`config.mk`:
```
export PLATFORM = sky130hd
export DESIGN_NAME = ysyx_25060170_lsu
export DESIGN_NICKNAME = d
export VERILOG_FILES = /design/src/rtl/ysyx_25060170_lsu.sv
export SDC_FILE = /design/constraint.sdc
export NUM_CORES = 1
export LEC_CHECK = 0
export CAP_MARGIN = 20
export CORE_MARGIN = 4
export CORE_UTILIZATION = 39
export CTS_BUF_LIST = sky130_fd_sc_hd__clkbuf_8
export CTS_CLUSTER_DIAMETER = 200
export DETAILED_ROUTE_END_ITERATION = 8
export GPL_TIMING_DRIVEN = 0
export PLACE_DENSITY = 0.74
export REMOVE_ABC_BUFFERS = 1
export SETUP_SLACK_MARGIN = 0.3
export SYNTH_ARGS = -nofsm -noshare
export SYNTH_HDL_FRONTEND = slang
export SYNTH_SLANG_ARGS = --single-unit
```
`constraint.sdc`:
```
create_clock -name clk -period 2.3 [get_ports clk]
set_input_delay 0.575 -clock clk [delete_from_list [all_inputs] [get_ports clk]]
set_output_delay 0.575 -clock clk [all_outputs]
set_load 0.01 [all_outputs]
```
`src/rtl/ysyx_25060170_lsu.sv`:
```
// Load/store unit between EXU and WBU: one op in flight, word-aligned bus with byte strobes.
// Memory ops take >= 3 cycles accept-to-result, faults/no-ops 1 cycle; REQ and DONE stall on bus/WBU ready.
module ysyx_25060170_lsu (
   input  logic        clk,
   input  logic        rst,
   input  logic        in_valid,
   output logic        in_ready,
   input  logic [31:0] in_addr,
   input  logic [31:0] in_wdata,
   input  logic        in_load,
   input  logic        in_store,
   input  logic [1:0]  in_size,
   input  logic        in_unsigned,
   output logic        mem_req_valid,
   input  logic        mem_req_ready,
   output logic        mem_req_we,
   output logic [31:0] mem_req_addr,
   output logic [31:0] mem_req_wdata,
   output logic [3:0]  mem_req_wstrb,
   input  logic        mem_rsp_valid,
   output logic        mem_rsp_ready,
   input  logic [31:0] mem_rsp_rdata,
   input  logic        mem_rsp_err,
   output logic        out_valid,
   input  logic        out_ready,
   output logic [31:0] out_rdata,
   output logic        out_err
);

   typedef enum logic [1:0] {S_IDLE, S_REQ, S_WAIT, S_DONE} state_t;

   state_t      r_state;
   logic        r_in_ready;
   logic        r_req_valid;
   logic        r_req_we;
   logic [31:0] r_req_addr;
   logic [31:0] r_req_wdata;
   logic [3:0]  r_req_wstrb;
   logic        r_rsp_ready;
   logic        r_out_valid;
   logic [31:0] r_out_rdata;
   logic        r_out_err;
   logic        r_load;
   logic [1:0]  r_off;
   logic [1:0]  r_size;
   logic        r_unsigned;

   logic        w_is_mem;
   logic        w_fault;
   logic [3:0]  w_strb;

   assign w_is_mem = in_load | in_store;
   assign w_fault  = (in_size == 2'b11) ||
                     (in_size == 2'b01 && in_addr[0]) ||
                     (in_size == 2'b10 && in_addr[1:0] != 2'b00);

   always_comb begin
      w_strb = 4'b1111;
      case (in_size)
         2'b00:   w_strb = 4'b0001 << in_addr[1:0];
         2'b01:   w_strb = 4'b0011 << in_addr[1:0];
         default: w_strb = 4'b1111;
      endcase
   end

   function automatic logic [31:0] f_extract(input logic [31:0] w, input logic [1:0] o,
                                             input logic [1:0] sz, input logic uns);
      logic [31:0] s;
      s = w >> {o, 3'b000};
      case (sz)
         2'b00:   return uns ? {24'b0, s[7:0]}  : {{24{s[7]}}, s[7:0]};
         2'b01:   return uns ? {16'b0, s[15:0]} : {{16{s[15]}}, s[15:0]};
         default: return w;
      endcase
   endfunction

   always_ff @(posedge clk) begin
      if (rst) begin
         r_state     <= S_IDLE;
         r_in_ready  <= 1'b1;
         r_req_valid <= 1'b0;
         r_req_we    <= 1'b0;
         r_req_addr  <= '0;
         r_req_wdata <= '0;
         r_req_wstrb <= '0;
         r_rsp_ready <= 1'b0;
         r_out_valid <= 1'b0;
         r_out_rdata <= '0;
         r_out_err   <= 1'b0;
         r_load      <= 1'b0;
         r_off       <= '0;
         r_size      <= '0;
         r_unsigned  <= 1'b0;
      end else begin
         case (r_state)
            S_IDLE: if (in_valid) begin
               r_in_ready <= 1'b0;
               r_load     <= in_load;
               r_off      <= in_addr[1:0];
               r_size     <= in_size;
               r_unsigned <= in_unsigned;
               if (!w_is_mem || w_fault) begin
                  r_state     <= S_DONE;
                  r_out_valid <= 1'b1;
                  r_out_rdata <= '0;
                  r_out_err   <= w_is_mem;
               end else begin
                  // load wins when both kinds are flagged
                  r_state     <= S_REQ;
                  r_req_valid <= 1'b1;
                  r_req_we    <= !in_load;
                  r_req_addr  <= {in_addr[31:2], 2'b00};
                  r_req_wdata <= in_load ? 32'h0 : (in_wdata << {in_addr[1:0], 3'b000});
                  r_req_wstrb <= in_load ? 4'b0000 : w_strb;
               end
            end
            S_REQ: if (mem_req_ready) begin
               r_state     <= S_WAIT;
               r_req_valid <= 1'b0;
               r_rsp_ready <= 1'b1;
            end
            S_WAIT: if (mem_rsp_valid) begin
               r_state     <= S_DONE;
               r_rsp_ready <= 1'b0;
               r_out_valid <= 1'b1;
               r_out_err   <= mem_rsp_err;
               r_out_rdata <= (r_load && !mem_rsp_err) ?
                              f_extract(mem_rsp_rdata, r_off, r_size, r_unsigned) : 32'h0;
            end
            S_DONE: if (out_ready) begin
               r_state     <= S_IDLE;
               r_out_valid <= 1'b0;
               r_in_ready  <= 1'b1;
            end
            default: r_state <= S_IDLE;
         endcase
      end
   end

   assign in_ready      = r_in_ready;
   assign mem_req_valid = r_req_valid;
   assign mem_req_we    = r_req_we;
   assign mem_req_addr  = r_req_addr;
   assign mem_req_wdata = r_req_wdata;
   assign mem_req_wstrb = r_req_wstrb;
   assign mem_rsp_ready = r_rsp_ready;
   assign out_valid     = r_out_valid;
   assign out_rdata     = r_out_rdata;
   assign out_err       = r_out_err;

endmodule
```
### Yosys cells after proc, flatten, opt, wreduce, memory -nomap -nowiden

Cells that the tools add are included.

| word-level totals | value |
|---|---|
| register bits after elaboration | 112 |
| logic and storage cells | 96 |

| cells by class | value |
|---|---|
| equality and inequality tests | 13 |
| shift operators | 4 |
| mux-type cells | 36 |
| bitwise logic cells | 2 |
| reduce and logical (&&, ||, !) cells | 26 |

Operators by type and width:

| cell | count |
|---|---|
| $mux 32 | 7 |
| $pmux 32 s2 | 2 |
| $shl 32x5->32 | 1 |
| $shr 32x5->16 | 1 |
| $mux 1 | 14 |
| $ne 2x2->1 const B | 6 |
| $reduce_and 4->1 | 3 |
| $mux 2 | 5 |
| $reduce_bool 2->1 | 5 |
| $reduce_and 3->1 | 3 |
| $eq 2x2->1 const B | 4 |
| $pmux 1 s2 | 4 |
| $pmux 2 s4 | 1 |
| $pmux 4 s2 | 1 |
| $eq 2x1->1 const B | 3 |
| $logic_not 2->1 | 3 |
| $reduce_and 5->1 | 1 |
| $mux 4 | 1 |
| $shl 1x2->4 const A | 1 |
| $shl 2x2->4 const A | 1 |
| $logic_and 1x1->1 | 3 |
| $logic_not 1->1 | 3 |
| $logic_or 1x1->1 | 3 |
| $pmux 1 s3 | 1 |
| 4 further kinds | 4 |

### Longest topological paths before layout

Gate-level depths: netlist (run 1).

| depth | value |
|---|---|
| depth after elaboration | 8 |
| depth in mapped cells | 8 |
| mapped depth without buffers | 7 |

### Least setup slack after synthesis (run 1)

Ideal clock, no wire load.

| timing | value |
|---|---|
| path type | input -> register |
| start | input in_addr[1] |
| end | register r_req_wdata[10] (netlist: mem_req_wdata[10]) |
| data arrival time | 1861 ps |
| data required time | 2172 ps |
| setup slack | 312 ps |
| stages | 6 |
| path buffers | 2 |
| path through | or3_4 -> a211o_1 -> clkbuf_1 -> clkbuf_1 -> a22oi_1 -> nor2_1 |

| on the way | value |
|---|---|
| word-level cells in the longest chain between the ends | 6 |
| elaborated cells between the ends (all ways) | 8 |
| those cells by class | 1 x shift; 1 x mux; 1 x bitwise; 5 x reduce/logical |

RTL lines:

| element | RTL line | source |
|---|---|---|
| start: declaration | 8 | `input logic [31:0] in_addr,` |
| parallel branches: the longest is 6 deep, another holds $shl 32x5->32 | n/a |  |
| end signal: assignment | 113 | `r_req_wdata <= in_load ? 32'h0 : (in_wdata << {in_addr[1:0], 3'b000});` |
| end: declaration | 37 | `logic [31:0] r_req_wdata;` |

Parallel ways; which one is timed is not known.
A chain may end at the register's enable or synchronous reset.

### Final worst setup path (run 1)

| timing | value |
|---|---|
| start | input in_addr[1] |
| end | register r_req_wdata[17] (netlist: mem_req_wdata[17]) |

The elaborated chain is that of the path after synthesis.

==> flow_metrics.tcl, run 1 <==
set metrics [dict create \
    core_area_sq_um 12900 \
    fin_crit_sh_pct 86.0 \
    synth_edf_count 0 \
    first_pass_iters 6 \
    synth_top_cells_by_area "dfxtp_1 43%, a21oi_1 8.6%, nand2_1 7.5%" \
    clk_pin_slew_ps 110 \
    p_total_mw 5.71 \
    clockRootBuffer "clkbuf_8" \
    port_buffers 211 \
    criticalPathCategory "input port to flip-flop" \
    r2r_cells 7 \
    grt_max_degree 84 \
    crit_path_start_kind "input port" \
    synth_commonest_cells "112 x dfxtp_1, 104 x nand2_1, 90 x a21oi_1, 60 x nor2_1, 35 x clkbuf_1" \
    grt-ovfl-total 0 \
    setup_viol 0 \
    whs_path_depth 2 \
    synth-seq-area-share_pct 43.0 \
    period_needed_ps 1980 \
    finalHoldViolCount 0 \
    synth_cell_types 47 \
    h-tree-depth 3 \
    dieWidth_microns 124 \
    num_vias 5509 \
    syn_inst 636 \
    synth_flop_cell "dfxtp_1" \
    syn_avg_cell_area_sq_um 8.20 \
    ys_ff_latch 112 \
    clockBufferDepth 2 \
    worstHoldEndpoint "out_rdata[0]" \
    initial_core_util_pct 40.5 \
    ys_async_sr_fraction_pct 0 \
    die-area_sq_um 15300 \
    place_hpwl_microns 12300 \
    dieHeight_microns 124 \
    synth.yosys.warnings 0 \
    cts_buffers 9 \
    grt_pass1_wl_microns 28000 \
    ir_drop_uv 391 \
    stdcell_count 1008 \
    drc 0 \
    nets 943 \
    antenna_found_initial 1 \
    yosys.area.top_type "dfxtp_1" \
    worstHoldStart "out_rdata[0]" \
    routedWlPerCell_microns 18.1 \
    crit_fanout 13 \
    arrival_ps 2290 \
    tightest_slew_ps 925 \
    num_rows 41 \
    postRouteAntennaNets 0 \
    wl_microns 18300 \
    worstPathRequired_ps 2610 \
    cts_hold_buf 0 \
    slew_violations 0 \
    grt_pass1_vias 5461 \
    drive_above_1_share_pct 10.1 \
    outcome "completed" \
    vias_per_cell 5.47 \
    first_iter_violations 455 \
    syn_area_sq_um 5210 \
    place_congestion 0.843 \
    grt_usage_pct 23.4 \
    clock_latency_ps 390 \
    fmax_mhz 506 \
    relSlewSlack_pct 38.3 \
    p_per_area_nw_per_um2 711 \
    maxCapViolations 0 \
    rsz0062_at_grt "no" \
    layout-area-overhead-vs-synth_pct 54.1 \
    io_pins 214 \
    clock_skew_ps 12.6 \
    yosysMostFrequentCell "dfxtp_1" \
    synth_top_area_share_pct 43.0 \
    worstReg2RegStart "r_state[0]" \
    r2r_slack_ps 380 \
    hold_class "flip-flop to flip-flop" \
    cts_sinks 112 \
    cts_tree "yes" \
    worstSetupEndpointType "flip-flop" \
    place_inst 974 \
    rr_endpoint "mem_req_wdata[17]" \
    leakage_nw 2.94 \
]
cells by family (layout without fill, tap and decap cells):
group                      after synthesis  after routing  synth area share (%)
AOI/OAI and AO/OA                      214            215                  26.4
and+or+nand+nor                        198            198                  16.3
DFF                                    112            112                  43.0
buffers and inverters                   66            263                  5.14
muxes                                   40             40                  7.87
adders and majority gates                5              5                  1.20
other                                    1              3                0.0719
metal layers:
layer,routed length (microns),global-route usage (%),up-vias
met2,8280,37.5,254
met5,0,0,-
met1,7500,27.8,2573
met4,476,9.62,0
li1,-,-,2648
met3,2020,9.54,34
worst max path at each step:
stage	from	to	slack [ps]	cells after the start
floorplan	in_addr[1]	out_rdata[1]	-420	4
global placement	rst	out_rdata[1]	-3280	3
detailed placement	in_load	mem_req_wdata[5]	-1380	6
CTS	r_state[0]	mem_req_wdata[17]	250	7
global route	in_load	mem_req_wstrb[2]	300	6
finish	in_addr[1]	mem_req_wdata[17]	320	6
layout by cell type (no fill, tap or decap), types with 3 or more instances in the layout:
master / synthesis / routed
clkdlybuf4s50_1: 0 / 201
dfxtp_1: 112 / 107
nand2_1: 104 / 102
a21oi_1: 90 / 88
nor2_1: 60 / 57
mux2i_1: 32 / 32
o21ai_0: 33 / 28
a32oi_1: 23 / 23
a22oi_1: 17 / 17
buf_4: 2 / 13
inv_1: 13 / 11
clkbuf_8: 0 / 9
o22ai_1: 8 / 8
o21ai_1: 4 / 8
mux2_2: 8 / 8
a2111o_1: 8 / 8
or3_1: 9 / 8
a21o_1: 9 / 8
nor2b_1: 7 / 6
nand2b_1: 6 / 6
a22o_1: 4 / 4
ha_1: 5 / 4
bufinv_16: 0 / 4
dfxtp_2: 0 / 4
a31oi_1: 3 / 3
buf_6: 0 / 3
dlymetal6s2s_1: 0 / 3
buf_16: 0 / 3
cell type report:
class / instances / area, sq um
clock inverters: 7 / 143
fillers: 1113 / 4840
clock buffers: 9 / 124
diodes: 1 / 2.50
repair buffers: 233 / 2420
inverters: 14 / 53.8
flip-flops and latches: 112 / 2250
well taps: 172 / 215
multi-input cells: 460 / 2820
what timing repair did:
action / in CTS / in global routing
resized for setup: 36 / 24
setup endpoints to repair: 103 / 86
setup buffers: 6 / 7
pin swaps: 5 / 5
cloned: 2 / 2
through the flow:
step           setup TNS [ps]  cell area (sq um)  hold WS [ps]  setup slack [ps]  util (%)
2_1_floorplan          -32510               5000           430              -421         -
3_3_place_gp          -294860               7330           438             -3280      56.9
3_5_place_dp           -95150               7450           443             -1380      57.8
4_1_cts                     0               7870           459               253      61.1
5_1_grt                     0               8030           475               302      62.4
6_report                    0               8030           458               322      62.4
report_power, final:
| part | switching (mW) | internal [mW] |
|---|---|---|
| registers | 0.157 | 2.08 |
| clock network | 0.698 | 0.837 |
| logic | 0.993 | 0.949 |
| total | 1.85 | 3.87 |
registers in the layout, indices dropped and copies added (netlist names):
| name | flops |
|---|---|
| mem_req_wdata | 32 |
| out_rdata | 32 |
| mem_req_addr | 30 |
| mem_req_wstrb | 4 |
| r_off | 2 |
| r_size | 2 |
| r_state | 2 |
| in_ready | 1 |
| mem_req_valid | 1 |
| mem_req_we | 1 |
| mem_rsp_ready | 1 |
| out_err | 1 |
| out_valid | 1 |
| r_load | 1 |
| r_unsigned | 1 |
critical path: stages:
cell,delay (ps)
buf_4,180
or3_4,440
a211o_4,410
buf_16,170
or3_4,370
a21oi_2,130
(Power assumes the default switching activity.)
==> run 2: changes to the inputs <==
--- a/config.mk
+++ b/config.mk
@@ -7,12 +7,12 @@
 export LEC_CHECK = 0
 export CAP_MARGIN = 20
 export CORE_MARGIN = 4
-export CORE_UTILIZATION = 39
+export CORE_UTILIZATION = 45
 export CTS_BUF_LIST = sky130_fd_sc_hd__clkbuf_8
 export CTS_CLUSTER_DIAMETER = 200
 export DETAILED_ROUTE_END_ITERATION = 8
 export GPL_TIMING_DRIVEN = 0
-export PLACE_DENSITY = 0.74
+export PLACE_DENSITY = 0.83
 export REMOVE_ABC_BUFFERS = 1
 export SETUP_SLACK_MARGIN = 0.3
 export SYNTH_ARGS = -nofsm -noshare
==> run 2 against run 1 <==
Hold slack is essentially flat. Global-route usage increased by 2.6 points. Clock skew increased by 4.4 ps. Critical path type unchanged. Clock power fell by 9%. Design area decreased by 0.76%. Count of clock-buffer cells in the layout stayed put. Largest cell class unchanged.
==> flow_metrics.tcl, run 2 (same netlist as run 1, synthesis figures left out) <==
set metrics [dict create \
    outcome "completed" \
    grt_max_degree 84 \
    dieWidth_microns 116 \
    vias_per_cell 5.58 \
    crit_fanout 27 \
    whs_path_depth 2 \
    tightest_slew_ps 922 \
    worstSetupEndpointType "flip-flop" \
    grt_usage_pct 26.0 \
    num_vias 5489 \
    grt_pass1_wl_microns 27500 \
    place_area_sq_um 7430 \
    initial_core_util_pct 45.8 \
    fin_ws_ps 323 \
    p_total_mw 5.59 \
    clockRootBuffer "clkbuf_8" \
    nets 948 \
    core_area_sq_um 11400 \
    r2r_cells 7 \
    finalHoldViolCount 0 \
    cts_buffers 9 \
    rr_endpoint "mem_req_wdata[18]" \
    num_rows 39 \
    crit_path_start_kind "input port" \
    clock_skew_ps 17.1 \
    drive_above_1_share_pct 10.7 \
    port_buffers 211 \
    first_pass_iters 5 \
    tns_ps 0 \
    maxCapViolations 0 \
    dieHeight_microns 116 \
    final_common_cell "clkdlybuf4s50_1" \
    die-area_sq_um 13400 \
    rsz0062_at_grt "yes" \
    clock_latency_ps 380 \
    first_iter_violations 491 \
    dp_slack_ps -1420 \
    fin_crit_sh_pct 86.0 \
    clockBufferDepth 2 \
    grt_pass1_vias 5493 \
    worstReg2RegStart "r_state[0]" \
    postRouteAntennaNets 0 \
    worstHoldEndpoint "mem_req_addr[9]" \
    drc 0 \
    io_pins 214 \
    worstPathRequired_ps 2600 \
    layout-area-overhead-vs-synth_pct 52.9 \
    hold_class "flip-flop to flip-flop" \
    wl_microns 18000 \
    finalInstanceArea_sq_um 7970 \
    clk_pin_slew_ps 100 \
    cts_sinks 112 \
    period_needed_ps 1980 \
    grt-ovfl-total 0 \
    slew_violations 0 \
    criticalPathCategory "input port to flip-flop" \
    fmax_mhz 506 \
    place_congestion 0.855 \
    ir_drop_uv 391 \
    whs_ps 458 \
    place_hpwl_microns 12500 \
    setup_viol 0 \
    cts_hold_buf 0 \
    arrival_ps 2270 \
    leakage_nw 2.91 \
    relSlewSlack_pct 38.5 \
    p_per_area_nw_per_um2 701 \
    mostFrequentLayoutCells "202 x clkdlybuf4s50_1, 107 x dfxtp_1, 102 x nand2_1" \
    r2r_slack_ps 380 \
    cts_tree "yes" \
    worstHoldStart "mem_req_addr[9]" \
    antenna_found_initial 1 \
    routedWlPerCell_microns 18.3 \
    h-tree-depth 3 \
]
-- run 2: changes by cell type in the layout (fill, tap and decap cells not counted), moves of 2 or more --
| cell | previous run | this run |
|---|---|---|
| buf_4 | 13 | 20 |
| buf_16 | 3 | 1 |
| o21ai_1 | 8 | 6 |
| o21ai_0 | 28 | 30 |
-- run 2: per-layer routing --
metal  share of wire, %  wire length [microns]  GRT usage (%)  up-vias
met5                  0                      0              0        -
li1                   -                      -              -     2648
met4                2.5                    449           10.3        0
met3                 11                   2010           10.2       34
met1                 39                   7030           29.9     2557
met2                 47                   8520           43.6      250
-- run 2: per-stage QoR --
stage | util (%) | std cells
finish | 70.1 | 983
global route | 70.1 | 983
CTS | 69.3 | 979
detailed placement | 65.3 | 946
global placement | 64.1 | 939
floorplan | - | 585
-- run 2: area by class of cell --
cell class	instances	area, sq um
flip-flops and latches	112	2250
well taps	143	179
clock buffers	9	124
fillers	885	3400
repair buffers	238	2410
diodes	1	2.50
clock inverters	6	116
inverters	14	53.8
multi-input cells	460	2840
-- run 2: worst max-delay path by stage --
stage	from	end	slack [ps]	depth (start not counted)
6_report	in_addr[1]	mem_req_wdata[18]	320	6
5_1_grt	in_addr[1]	mem_req_wdata[18]	290	6
4_1_cts	in_size[0]	mem_req_wdata[25]	310	6
3_5_place_dp	in_load	mem_req_wdata[0]	-1420	6
3_3_place_gp	rst	out_rdata[6]	-3190	3
2_1_floorplan	in_addr[1]	out_rdata[1]	-420	4
-- run 2: what timing repair did --
item                       in CTS  in global routing
gates cloned                    2                  1
pin swaps                       5                  2
gates resized for setup        38                 27
setup buffers                  16                  2
setup endpoints to repair     103                 86
-- run 2: report_power, final --
group	total (mW)	switching, mW	internal (mW)	leakage, nW
Clock	1.40	0.674	0.726	0.120
Sequential	2.24	0.164	2.08	0.909
Combinational	1.94	0.997	0.945	1.89
-- run 2: worst max-delay path, stage by stage --
cell,delay [ps]
buf_4,180
or3_4,430
a211o_4,390
buf_12,170
or3_1,370
a21oi_1,150
